<file path="src/rtl/ps2_host_tx_pkg.sv">
// ps2_host_tx_pkg: shared PS/2 host states, command bytes and frame builder.
package ps2_host_tx_pkg;

   typedef enum logic [2:0] {
      S_IDLE,
      S_INHIBIT,
      S_RELEASE,
      S_SHIFT,
      S_ACK,
      S_WAIT_IDLE
   } state_t;

   localparam logic [7:0] PS2_CMD_RESET    = 8'hFF;
   localparam logic [7:0] PS2_CMD_ENABLE   = 8'hF4;
   localparam logic [7:0] PS2_CMD_SET_RATE = 8'hF3;
   localparam logic [7:0] PS2_ACK          = 8'hFA;

   // {stop, odd parity, data}; shifted out LSB first
   function automatic logic [9:0] tx_frame(input logic [7:0] d);
      return {1'b1, ~^d, d};
   endfunction

endpackage

</file>
<file path="src/rtl/ps2_sync_edge.sv">
// ps2_sync_edge: 2-flop synchroniser for PS/2 pads with falling-edge pulse on bit 0 (the clock line).
module ps2_sync_edge #(
   parameter int W = 2
) (
   input  logic         clk,
   input  logic         rst,
   input  logic [W-1:0] d,
   output logic [W-1:0] q,
   output logic         fall
);

   logic [W-1:0] meta;
   logic         prev;

   always_ff @(posedge clk or negedge rst)
      if (!rst) begin
         meta <= '1;
         q    <= '1;
         prev <= 1'b1;
      end else begin
         meta <= d;
         q    <= meta;
         prev <= q[0];
      end

   assign fall = prev & ~q[0];

endmodule

</file>
<file path="src/rtl/ps2_host_tx.sv">
// ps2_host_tx: PS/2 host-to-device command transmitter (inhibit, request-to-send, shift, ack check).
module ps2_host_tx
   import ps2_host_tx_pkg::*;
#(
   parameter int CLK_FREQ_HZ    = 100_000_000,
   parameter int INHIBIT_CYCLES = CLK_FREQ_HZ / 10_000,
   parameter int TIMEOUT_CYCLES = CLK_FREQ_HZ / 1_000 * 15
) (
   input  logic       clk,
   input  logic       rst,
   input  logic       ps2_clk_i,
   input  logic       ps2_data_i,
   output logic       ps2_clk_oe,
   output logic       ps2_data_oe,
   input  logic       tx_valid,
   input  logic [7:0] tx_data,
   output logic       tx_ready,
   output logic       busy,
   output logic       tx_done,
   output logic       tx_err
);

   localparam int IW = $clog2(INHIBIT_CYCLES + 1);
   localparam int WW = $clog2(TIMEOUT_CYCLES + 1);

   state_t          state, next;
   logic [9:0]      shreg;
   logic [3:0]      bitcnt;
   logic [IW-1:0]   inh_cnt;
   logic [WW-1:0]   wd;
   logic            clk_s, data_s, fall;
   logic            accept, inh_last, active, timeout;

   ps2_sync_edge #(.W(2)) u_sync (
      .clk  (clk),
      .rst  (rst),
      .d    ({ps2_data_i, ps2_clk_i}),
      .q    ({data_s, clk_s}),
      .fall (fall)
   );

   assign tx_ready   = state == S_IDLE;
   assign busy       = ~tx_ready;
   assign ps2_clk_oe = state == S_INHIBIT;
   assign accept     = tx_valid & tx_ready;
   assign inh_last   = state == S_INHIBIT && inh_cnt == IW'(INHIBIT_CYCLES - 1);
   assign active     = state inside {S_RELEASE, S_SHIFT, S_ACK, S_WAIT_IDLE};
   assign timeout    = active && wd == WW'(TIMEOUT_CYCLES);

   always_ff @(posedge clk or negedge rst)
      if (!rst) state <= S_IDLE;
      else      state <= next;

   always_comb begin
      next    = state;
      tx_done = 1'b0;
      tx_err  = 1'b0;
      unique case (state)
         S_IDLE:      next = accept ? S_INHIBIT : S_IDLE;
         S_INHIBIT:   next = inh_last ? S_RELEASE : S_INHIBIT;
         S_RELEASE:   next = S_SHIFT;
         S_SHIFT:     next = (fall && bitcnt == 4'd9) ? S_ACK : S_SHIFT;
         S_ACK: if (fall) begin
            next   = data_s ? S_IDLE : S_WAIT_IDLE;
            tx_err = data_s;
         end
         S_WAIT_IDLE: if (clk_s && data_s) begin
            next    = S_IDLE;
            tx_done = 1'b1;
         end
         default:     next = S_IDLE;
      endcase
      // watchdog overrides everything so done and err stay exclusive
      if (timeout) begin
         next    = S_IDLE;
         tx_done = 1'b0;
         tx_err  = 1'b1;
      end
   end

   always_ff @(posedge clk or negedge rst)
      if (!rst) begin
         shreg       <= '0;
         bitcnt      <= '0;
         inh_cnt     <= '0;
         wd          <= '0;
         ps2_data_oe <= 1'b0;
      end else begin
         if (accept) begin
            shreg   <= tx_frame(tx_data);
            bitcnt  <= '0;
            inh_cnt <= '0;
         end
         if (state == S_INHIBIT && inh_cnt != IW'(INHIBIT_CYCLES)) inh_cnt <= inh_cnt + 1'b1;
         if (inh_last) ps2_data_oe <= 1'b1;
         wd <= active ? wd + 1'b1 : '0;
         if (state == S_SHIFT && fall) begin
            ps2_data_oe <= ~shreg[0];
            shreg       <= shreg >> 1;
            bitcnt      <= bitcnt + 1'b1;
         end
         if (timeout) ps2_data_oe <= 1'b0;
      end

endmodule

</file>
<file path="config.mk">
export PLATFORM = sky130hd
export DESIGN_NAME = ps2_host_tx
export DESIGN_NICKNAME = d
export VERILOG_FILES = /design/src/rtl/ps2_host_tx_pkg.sv /design/src/rtl/ps2_sync_edge.sv /design/src/rtl/ps2_host_tx.sv
export SDC_FILE = /design/constraint.sdc
export NUM_CORES = 1
export LEC_CHECK = 0
export CAP_MARGIN = 15
export CORE_MARGIN = 5
export CORE_UTILIZATION = 40
export DETAILED_ROUTE_END_ITERATION = 16
export DONT_BUFFER_PORTS = 1
export PLACE_DENSITY = 0.58
export SLEW_MARGIN = 10
export SYNTH_ARGS = -nofsm -noshare
export SYNTH_HDL_FRONTEND = slang
export SYNTH_HIERARCHICAL = 1
export SYNTH_SLANG_ARGS = --single-unit
</file>
<file path="constraint.sdc">
create_clock -name clk -period 1.6 [get_ports clk]
set_input_delay 0.08 -clock clk [delete_from_list [all_inputs] [get_ports clk]]
set_output_delay 0.08 -clock clk [all_outputs]
set_load 0.05 [all_outputs]
</file>
==> results.cfg <==
[status]
status = complete, but fails checks
violations = negative setup slack

[timing]
tightest_slew_ns = 0.370
report.final.slew_viol_count = 0
fin_ws_ns = -0.396
final-hold-violation-count = 0
fmax_ghz = 0.501
rsz0062_at_grt = yes
finalSetupViolCount = 38
min_period_ns = 2.00
hold-worst-slack_ns = 0.155
period_share_pct = 125
slew_headroom_pct = 75.1
skew_ns = 0.00776

[setup_path]
critPathLaunchType = register
cpMaxStageDelayCell = or4b_4
path_class = reg2out
end_kind = output port
required_ns = 1.52
crit_chain = xnor2_2, or4b_4, nor3_4, buf_6, nor4_4, buf_12
crit_arrival_ns = 1.92
slowest_delay_ns = 0.50
crit_fanout = 3

[detailed_routing]
drtAntennaViolNets = 0
drt-total-wl_um = 7490
num_vias = 2638
drt_pass1_iterations = 4
route.detailed.drc = 0
wire_per_inst_um = 14.8
vias_per_cell = 5.22
drt_iter0_drc = 109

[floorplan]
start_util_pct = 41.3
placement_rows = 31
coreArea_mm2 = 0.00733
dieArea_mm2 = 0.00941
die_h_um = 97.0
die-width_um = 97.0
pin_count = 19

[grt]
first_global_vias = 2537
grt_first_pass_wirelength_um = 12400
grt_max_degree = 59
overflow = 0
grt_antenna_before_repair = 0
grt_util_all_layers_pct = 16.1

[run]
maxCapViolations = 0

[cts]
numClockSinks = 58
tritoncts = done
htreeDepth = 3
clk_latency_ns = 0.34
cts_inserted_buffers = 9
cts.clk_slew.worst_paths_ns = 0.07
cts_buffer_depth = 2
cts-root-buf = clkbuf_8

[power]
ir_drop_mv = 0.535
p_leak_uw = 0.00194
internal_power_uw = 2320
pwr-share-comb_pct = 4.0
swShare_pct = 22.0
clkPwrFrac_pct = 45.5
total_power_uw = 2980
power_frac_seq_pct = 50.5
switchingPower_uw = 656
power.density_mw_per_mm2 = 676

[logic_synthesis]
ys_warn_count = 6
synth_fp_nets = 331
yosys_most_used_dff = dfrtp_1
postSynthAreaPerCell_um2 = 9.70
syn-instance-count = 312
synth_edf_count = 0
yosysSeqAreaShare_pct = 48.1
syn-cell-area_mm2 = 0.00303
synth_top_cell_by_area = dfrtp_1
synth_top_cell_area_share_pct = 43.8
synth_cell_types = 46
netlist_top_cells_area = dfrtp_1 (44%), nand2_1 (5.6%), dfstp_2 (4.3%), xnor2_1 (4.0%), nand4_1 (2.9%)
async_flop_share_pct = 100
synth-seq-cells = 58

[place]
io_buffers = 0
gp_congestion = 0.835
dp_hpwl_um = 4680
placed_cells = 456

[layout]
layout_commonest_cell = buf_4
n_antenna_cell = 0
fin_cells = 505
area_growth_pct = 45.5
drive_gt1_share_pct = 36.5
final_cell_mix = buf_4 (58), dfrtp_1 (52), nand2_1 (42), nor2_1 (22), buf_6 (17)
num-nets-final = 420

[hold_path]
hold_path_class = in2reg
-- routing by layer --
| metal | vias to the layer above | track usage (%) | wire length (um) |
|---|---|---|---|
| li1 | 1312 | - | - |
| met1 | 1277 | 23.1 | 3670 |
| met2 | 40 | 22.9 | 3450 |
| met3 | 9 | 3.38 | 236 |
| met4 | 0 | 7.56 | 144 |
| met5 | - | 0 | 0 |
-- worst paths after layout --
kind	start	endpoint	slack, ns	depth (start not counted)
max reg2reg	state[2]	inh_cnt[7]	-0.38	8
min	tx_data[3]	shreg[8]	0.15	4
min in group asynchronous	rst	inh_cnt[6]	0.27	2
max	state[2]	tx_done	-0.40	6
max in group asynchronous	rst	u_sync/prev	1.01	2
min reg2reg	u_sync/meta[1]	u_sync/q[1]	0.36	0
-- metrics by stage --
stage	cell area, um^2	setup slack (ns)	TNS [ns]	utilization [%]
2_1_floorplan	3160	-0.104	-1.39	-
4_1_cts	4220	-0.406	-3.78	57.5
5_1_grt	4410	-0.500	-9.85	60.1
3_5_place_dp	3660	-0.141	-1.10	49.9
3_3_place_gp	3660	-0.161	-0.959	49.9
6_report	4410	-0.396	-6.98	60.1
-- worst max-delay path: cells and delay by family, from the launching register on --
| family | cells | cell delay, ns |
|---|---|---|
| xor+xnor | 1 | 0.16 |
| flops | 1 | 0.41 |
| buf+inv | 2 | 0.29 |
| simple gates | 3 | 0.73 |
-- power groups by stage --
| stage | logic (uW) | registers [uW] | clock network, uW |
|---|---|---|---|
| 2_1_floorplan | 48.0 | 1530 | 0 |
| 3_3_place_gp | 55.6 | 1530 | 0 |
| 3_5_place_dp | 56.1 | 1530 | 0 |
| 4_1_cts | 122 | 1500 | 1390 |
| 5_1_grt | 136 | 1510 | 1470 |
| 6_report | 119 | 1500 | 1360 |
-- flip-flops by register name, summed over array words and instances (netlist names) --
| signal | count |
|---|---|
| wd | 21 |
| inh_cnt | 14 |
| shreg | 10 |
| bitcnt | 4 |
| state | 3 |
| u_sync/meta | 2 |
| u_sync/q | 2 |
| ps2_data_oe | 1 |
| u_sync/prev | 1 |
-- logic make-up after synthesis --
family                     count (synthesis)  synth area share, %
xor gates and xnor gates                  23                 6.65
DFF                                       58                 48.1
adders and majority gates                  6                 2.48
buffers and inverters                     23                 2.85
AOI/OAI and AO/OA                         46                 10.6
and+or+nand+nor                          147                 26.2
muxes                                      9                 3.02
-- layout make-up --
class | instances | area [um^2]
clock inverters | 1 | 5.00
well taps | 99 | 124
inverters | 10 | 50.0
flip-flops and latches | 58 | 1460
repair buffers | 91 | 825
fillers | 590 | 2930
clock buffers | 15 | 196
multi-input cells | 231 | 1750
-- timing repair --
item / 4_1_cts / 5_1_grt
endpoints found under the setup margin: 35 / 41
endpoints found under the hold margin: 79 / 0
hold buffers: 13 / 0
cloned: 0 / 0
pin swaps: 13 / 16
resized for setup: 34 / 28
setup buffers: 10 / 11
-- cells in the mapped netlist (3+ instances only) --
library cell / number
a22oi_1: 9
o21ai_0: 10
xnor2_1: 14
a211oi_1: 3
a31o_2: 5
and4_1: 6
clkbuf_1: 13
ha_1: 6
nor2_1: 23
dfrtp_1: 53
inv_1: 9
nand4_1: 14
and2_1: 3
o211a_1: 3
nor4_1: 5
and3_1: 5
nor4b_1: 3
mux2i_1: 8
nor3b_1: 3
nand3_1: 13
xor2_1: 9
a21oi_1: 8
nand2_1: 45
or3_1: 4
nor2b_1: 4
dfstp_2: 5
nor3_1: 5
(Power assumes the default switching activity.)
